## src/rtl/add_serial_pkg.sv

```systemverilog
// Shared types and constants for the bit-serial adder.
package add_serial_pkg;

  // Operand width of the default build.
  localparam int unsigned AddWidth = 4;

  // Bit counter width for the default build. The counter only has to reach AddWidth-1.
  localparam int unsigned CntWidth = $clog2(AddWidth);

  typedef enum logic [1:0] {
    StIdle,
    StRun,
    StDone
  } add_state_e;

endpackage

```

## src/rtl/full_adder_cell.sv

```systemverilog
// Single-bit full adder. This is the only arithmetic in the serial adder.
module full_adder_cell (
  input  logic a_i,
  input  logic b_i,
  input  logic cin_i,
  output logic s_o,
  output logic cout_o
);

  // Sum and carry of one bit position.
  always_comb begin
    s_o    = a_i ^ b_i ^ cin_i;
    cout_o = (a_i & b_i) | (cin_i & (a_i ^ b_i));
  end

endmodule

```

## src/rtl/add_4bit_serial.sv

```systemverilog
// Bit-serial two's-complement adder, LSB first, one bit per clock.
// Operands arrive on a valid/ready handshake. The result leaves on a second valid/ready handshake.
// Optional build macro ADD_SATURATE_EN clamps sum on signed overflow. The carry and
// overflow outputs still report the raw result.
module add_4bit_serial
  import add_serial_pkg::*;
#(
  parameter int unsigned WIDTH = AddWidth
) (
  input  logic             clk,
  input  logic             rst,
  input  logic             in_valid,
  output logic             in_ready,
  input  logic [WIDTH-1:0] a,
  input  logic [WIDTH-1:0] b,
  output logic             out_valid,
  input  logic             out_ready,
  output logic [WIDTH-1:0] sum,
  output logic             carry,
  output logic             overflow
);

  // The package constant covers the default width. Other widths derive their own.
  localparam int unsigned CntW = (WIDTH == AddWidth) ? CntWidth : $clog2(WIDTH);

  add_state_e       state_q, state_d;
  logic [WIDTH-1:0] a_sh_q, a_sh_d;
  logic [WIDTH-1:0] b_sh_q, b_sh_d;
  logic [WIDTH-1:0] res_q, res_d;
  logic             carry_q, carry_d;
  logic [CntW-1:0]  cnt_q, cnt_d;
  logic             a_msb_q, a_msb_d;
  logic             b_msb_q, b_msb_d;

  logic             fa_s;
  logic             fa_cout;
  logic             ovf;

  full_adder_cell u_fa (
    .a_i    (a_sh_q[0]),
    .b_i    (b_sh_q[0]),
    .cin_i  (carry_q),
    .s_o    (fa_s),
    .cout_o (fa_cout)
  );

  // Next-state, datapath updates and handshake outputs.
  always_comb begin
    state_d   = state_q;
    a_sh_d    = a_sh_q;
    b_sh_d    = b_sh_q;
    res_d     = res_q;
    carry_d   = carry_q;
    cnt_d     = cnt_q;
    a_msb_d   = a_msb_q;
    b_msb_d   = b_msb_q;
    in_ready  = 1'b0;
    out_valid = 1'b0;

    case (state_q)
      StIdle: begin
        in_ready = 1'b1;
        if (in_valid) begin
          a_sh_d  = a;
          b_sh_d  = b;
          // The MSBs are kept separately because the shift registers drain during RUN.
          a_msb_d = a[WIDTH-1];
          b_msb_d = b[WIDTH-1];
          carry_d = 1'b0;
          cnt_d   = '0;
          state_d = StRun;
        end
      end
      StRun: begin
        a_sh_d  = {1'b0, a_sh_q[WIDTH-1:1]};
        b_sh_d  = {1'b0, b_sh_q[WIDTH-1:1]};
        res_d   = {fa_s, res_q[WIDTH-1:1]};
        carry_d = fa_cout;
        cnt_d   = cnt_q + 1'b1;
        if (cnt_q == CntW'(WIDTH - 1)) begin
          state_d = StDone;
        end
      end
      StDone: begin
        out_valid = 1'b1;
        // The edge that accepts the result returns to IDLE, so no operand is taken on that edge.
        if (out_ready) begin
          state_d = StIdle;
        end
      end
      default: begin
        state_d = StIdle;
      end
    endcase
  end

  // Result outputs, with optional clamping on signed overflow.
  always_comb begin
    ovf      = (a_msb_q == b_msb_q) && (res_q[WIDTH-1] != a_msb_q);
    overflow = ovf;
    carry    = carry_q;
    sum      = res_q;
`ifdef ADD_SATURATE_EN
    if (ovf) begin
      sum = a_msb_q ? {1'b1, {(WIDTH - 1){1'b0}}} : {1'b0, {(WIDTH - 1){1'b1}}};
    end
`endif
  end

  // State and datapath registers. Synchronous reset discards any operation in flight.
  always_ff @(posedge clk) begin
    if (rst) begin
      state_q <= StIdle;
      a_sh_q  <= '0;
      b_sh_q  <= '0;
      res_q   <= '0;
      carry_q <= 1'b0;
      cnt_q   <= '0;
      a_msb_q <= 1'b0;
      b_msb_q <= 1'b0;
    end else begin
      state_q <= state_d;
      a_sh_q  <= a_sh_d;
      b_sh_q  <= b_sh_d;
      res_q   <= res_d;
      carry_q <= carry_d;
      cnt_q   <= cnt_d;
      a_msb_q <= a_msb_d;
      b_msb_q <= b_msb_d;
    end
  end

endmodule
```

## config.mk

```make
export PLATFORM = sky130hd
export DESIGN_NAME = add_4bit_serial
export DESIGN_NICKNAME = d
export VERILOG_FILES = /design/src/rtl/add_serial_pkg.sv /design/src/rtl/full_adder_cell.sv /design/src/rtl/add_4bit_serial.sv
export SDC_FILE = /design/constraint.sdc
export NUM_CORES = 1
export LEC_CHECK = 0
export BUFFER_PORTS_ARGS = -buffer_cell sky130_fd_sc_hd__buf_4
export CORE_MARGIN = 8
export CORE_UTILIZATION = 47
export DETAILED_ROUTE_END_ITERATION = 6
export PLACE_DENSITY = 0.68
export SKIP_LAST_GASP = 1
export SLEW_MARGIN = 20
export SYNTH_ARGS = -nofsm -noshare
export SYNTH_HDL_FRONTEND = slang
export SYNTH_HIERARCHICAL = 1
export SYNTH_SLANG_ARGS = --single-unit
```

## constraint.sdc

```tcl
create_clock -name clk -period 1.2 [get_ports clk]
set_input_delay 0.18 -clock clk [delete_from_list [all_inputs] [get_ports clk]]
set_output_delay 0.18 -clock clk [all_outputs]
set_load 0.02 [all_outputs]
```

==> results of run 1 <==
## logic make-up after synthesis
group | share of synthesized area
AND/OR/NAND/NOR | 0.1469
flip-flops | 0.4337
adder cells (fa/ha/maj) | 0.03709
buffers and inverters | 0.05705
multiplexers | 0.1598
AO/OA/AOI/OAI | 0.1655
## layout make-up
type	count	area, um^2
multi-input cells	56	466.7
well taps	25	31.28
repair buffers	23	191.4
flip-flops and latches	19	390.4
fillers	158	631.9
inverters	2	7.507
clock buffers	4	26.28
## worst paths after layout
kind | from | end | slack, ns | cells past startpoint
min reg2reg | sum[0] | sum[0] | 0.51 | 2
max reg2reg | state_q[0] | b_msb_q | 0.06 | 4
max | b_msb_q | overflow | -0.01 | 4
min | b[3] | b_sh_q[3] | 0.13 | 3
## layer usage
metal / GRT usage / part of all wire / routed length (um) / vias to the layer above
li1: - / - / - / 326
met3: 0.03688 / 0.059 / 106 / 2
met2: 0.1895 / 0.48 / 869 / 10
met5: 0 / 0 / 0 / -
met1: 0.1284 / 0.45 / 813 / 306
met4: 0.06143 / 0.0056 / 10 / 0
## power groups by stage
stage	combinational, mW	sequential (mW)	clock (mW)
floorplan	0.154	0.710	0
global placement	0.215	0.710	0
detailed placement	0.220	0.711	0
CTS	0.231	0.694	0.329
global route	0.261	0.699	0.351
finish	0.238	0.693	0.315
## worst min-delay path, cell delays in order
cell	delay [ns]
buf_4	0.09
a22oi_1	0.05
nor2_1	0.07
## cells in the final DEF (no fill, tap or decap), types with 2 or more instances in the layout
| master | instances |
|---|---|
| dfxtp_1 | 15 |
| nor2_2 | 5 |
| clkbuf_4 | 3 |
| mux2i_1 | 14 |
| inv_1 | 2 |
| nor2_1 | 14 |
| dfxtp_2 | 2 |
| buf_4 | 18 |
| a22oi_1 | 5 |
| dfxtp_4 | 2 |
| buf_6 | 5 |
| a211oi_2 | 6 |
| nand2_1 | 2 |
## through the flow
step | util | setup TNS, ns | instance area, um^2
floorplan | - | 0 | 877.1
global placement | 0.5907 | 0 | 1031
detailed placement | 0.5907 | 0 | 1031
CTS | 0.6244 | -0.04554 | 1090
global route | 0.6380 | -0.1272 | 1114
finish | 0.6380 | -0.01935 | 1114
## registers in the layout, summed over array words and instances, names as in the netlist
signal   flops
cnt_q        2
a_msb_q      1
b_sh_q       4
sum          4
a_sh_q       4
b_msb_q      1
carry        1
state_q      2
## repair_timing
| item | 4_1_cts | 5_1_grt |
|---|---|---|
| endpoints found under the setup margin | 3 | 11 |
| pin swaps | 1 | 2 |
| resized for setup | 11 | 7 |
| buffers inserted | 1 | 0 |
==> metrics, run 1 <==
status=finished, violations left; failing checks=negative setup slack; VDD IR max=0.0008063 V; CP Capture Type=output port; critical-path maximum fanout=3; die area=3505 um^2; HPWL after DPL=1.281 mm; Final Hold Vio Count=0; number of DRC markers in iteration 0=9; Reg clk slew, reported paths=0.10 ns; Initial Utilization=0.5025; layout cells sized above 1=0.4519; Clk pwr share=0.253; CTS Hold Bufs=0; Setup WS pre-CTS=0.03168 ns; number of synthesized register bits=19; Min-Delay Path Class=primary input to flop; leakage=0.4710 nW; Seq pwr share=0.556; vias in the first global route=711; Placer Congestion=0.7012; Mapped Nets=96; Rows=15; core area=1745 um^2; root buf cell=clkbuf_4; Top FF cell, synth=dfxtp_1; drt wl/cell=13.95 um; H-tree depth=1; clk buf depth=2; leading area contributor after synthesis=dfxtp_1; cells along the critical path=nor2_2 -> nand2_1 -> o21ai_1 -> buf_4; CTS tree=yes; Internal=0.9156 mW; Clock Skew=0.006000 ns; CP max stage cell=dfxtp_2; RSZ-0062 raised after global routing=yes; syn_area_per_cell=10.70 um^2; Netlist cell types=21; Synth area leaders=dfxtp_1, mux2i_1, a211oi_2, nor2_1, a22oi_1; Die Span Y=59.20 um; n_diodes=0; fin worst setup slack=-0.01011 ns; combinational share of power=0.191; Hold Slack=0.1337 ns; Worst Tran Pin Value=0.2820 ns; drt via density=4.992; Crit path required time=1.02 ns; # placed instances=124; Switching Fraction=0.2652; Max Freq=826.4 MHz; asr flop ratio synth=0; via count=644; Area Growth Syn to Fin=26.96%; first-pass GRT wire length=3.105 mm; final setup violation count=2; DRC=0; IO Pins=20; Post-synth top cells=dfxtp_1, nor2_1, mux2i_1; initial antenna violation count=0; top cell type's share of synthesized area=0.4337; sequential fraction of the synthesis area=0.4337; Non-Filler Instances=129; die width=59.20 um; pin count of the biggest net entering global routing=20; CP bufs+invs=1; Total Routing Usage GR=0.1154; slowest stage delay, CP=0.35 ns; Final min period=1.210 ns; final net count=119; Final ANT Viol Nets=0; Post-Synthesis Cells=82; Post-Syn Area=877.1 um^2; Ys Warns=6; clk sinks=19; Worst Setup Path Type=flop to output port; Slew Limit Fails=0; gr ovfl total=0; startpoint types=flop; 1st-pass router iterations=4; CP arrival=1.03 ns; CTS Buf Count=3; Post-synth EDFFs=0; net switching power=0.3305 mW; Clk Latency, worst-skew pair=0.29 ns; slew margin rel.=0.8119; max-capacitance violation count=0; top-count cell post-synth=dfxtp_1; Routed WL=1.800 mm; period utilization=1.008; total power=1.246 mW; PortBufs=19; PwrDens=1119 nW/um^2; family with the most delay on the worst path=flip-flops
Note: power is estimated with default switching activity, not from simulation.
==> run 2, diff against run 1 <==
Settings changed: CORE_MARGIN 8 to not set, CORE_UTILIZATION 47 to 51, PLACE_DENSITY 0.68 to 0.73.
==> metrics, run 2 (same netlist as run 1, synthesis figures left out) <==
core area=1559 um^2; Reg2Reg Depth=3; HPWL after DPL=1.042 mm; H-tree depth=1; Area Growth Syn to Fin=21.68%; clk sinks=19; failing checks=negative setup slack; Clock Skew=0.001890 ns; drt via density=5.345; worst hold stages=3; Rows=14; drt wl/cell=12.49 um; busiest layer in global routing=met2; Worst Setup Path Type=flop to output port; via count=636; Placer Congestion=0.6752; Initial Utilization=0.5626; die area=1890 um^2; leakage=0.4581 nW; Final Hold Vio Count=0; critical-path maximum fanout=3; number of DRC markers in iteration 0=10; root buf cell=clkbuf_4; IO Pins=20; Routed WL=1.486 mm; post-route core utilization=0.6846; slowest stage delay, CP=0.34 ns; first-pass GRT wire length=2.415 mm; max-capacitance violation count=0; CP max stage cell=dfxtp_2; initial antenna violation count=0; Max Freq=832.9 MHz; met1 GRT Util=0.2245; Non-Filler Instances=119; fin worst setup slack=-0.0005946 ns; n_diodes=0; Slew Limit Fails=0; final net count=118; period utilization=1.000; clk buf depth=2; Min-Delay Path Class=primary input to flop; Die Span Y=43.47 um; Final ANT Viol Nets=0; PortBufs=19; status=finished, violations left; Hold Slack=0.1273 ns; CP Capture Type=output port; CP bufs+invs=1; CP arrival=1.02 ns; DRC=0; Clk Latency, worst-skew pair=0.29 ns; PwrDens=1158 nW/um^2; gr ovfl total=0; family with the most delay on the worst path=flip-flops; layout cells sized above 1=0.4175; Final min period=1.201 ns; pin count of the biggest net entering global routing=20; die width=43.47 um; cells along the critical path=nor2_1 -> nand2_1 -> o21ai_1 -> buf_4; Total Routing Usage GR=0.1725; slew margin rel.=0.8200; CTS Buf Count=3; VDD IR max=0.0009375 V; vias in the first global route=571; met2 Usage GRT=0.2667; commonest non-fill, non-tap cell in the layout=buf_4; # placed instances=114; final setup violation count=1; Reg clk slew, reported paths=0.11 ns; RSZ-0062 raised after global routing=yes; startpoint types=flop; most frequent cells in the layout=buf_4, nor2_1, dfxtp_1; GR Util met3=0.02500; 1st-pass router iterations=4; Crit path depth=4; Crit path required time=1.02 ns; Worst Tran Pin Value=0.2699 ns; CTS tree=yes
## run 2: path summary, 6_finish.rpt
kind              startpoint         end  slack, ns
hold reg to reg   state_q[1]  state_q[0]       0.49
hold / removal          b[3]   b_sh_q[3]       0.13
setup / recovery     a_msb_q    overflow    -0.0006
setup reg to reg   a_sh_q[0]      sum[3]       0.09
## run 2: power breakdown
group	switching, mW	internal (mW)
clock	0.198	0.129
sequential	0.0316	0.665
combinational	0.103	0.110
total	0.332	0.904
## run 2: timing repair
item	CTS	global route
resized for setup	7	3
setup buffers	0	1
cloned	0	0
hold buffers	0	0
pin swaps	0	1
endpoints found under the setup margin	7	6
hold endpoints to repair	0	0
## run 2: routing by layer
layer  part of all wire  routed length (um)
met1               0.49                 728
met2               0.46                 679
met3              0.045                  67
met4             0.0067                  10
met5                  0                   0
## run 2: stage by stage
stage	total power [mW]	TNS, ns	instance area [um^2]	setup slack [ns]
3_3_place_gp	0.9183	0	1012	0.03972
5_1_grt	1.290	-0.05364	1067	-0.04410
6_report	1.236	-0.0005946	1067	-0.0005946
3_5_place_dp	0.9234	0	1012	0.006264
2_1_floorplan	0.8637	0	877.1	0.01385
4_1_cts	1.241	-0.01266	1049	-0.01266
## run 2: tightest hold or removal path, stage by stage
cell and delay [ns]:
buf_4 0.09, a22oi_1 0.05, nor2_1 0.07
## run 2: layout make-up
| type | instances | area [um^2] |
|---|---|---|
| fillers | 136 | 491.7 |
| multi-input cells | 56 | 454.2 |
| flip-flops and latches | 19 | 390.4 |
| repair buffers | 22 | 168.9 |
| clock buffers | 4 | 26.28 |
| well taps | 16 | 20.02 |
| inverters | 2 | 7.507 |
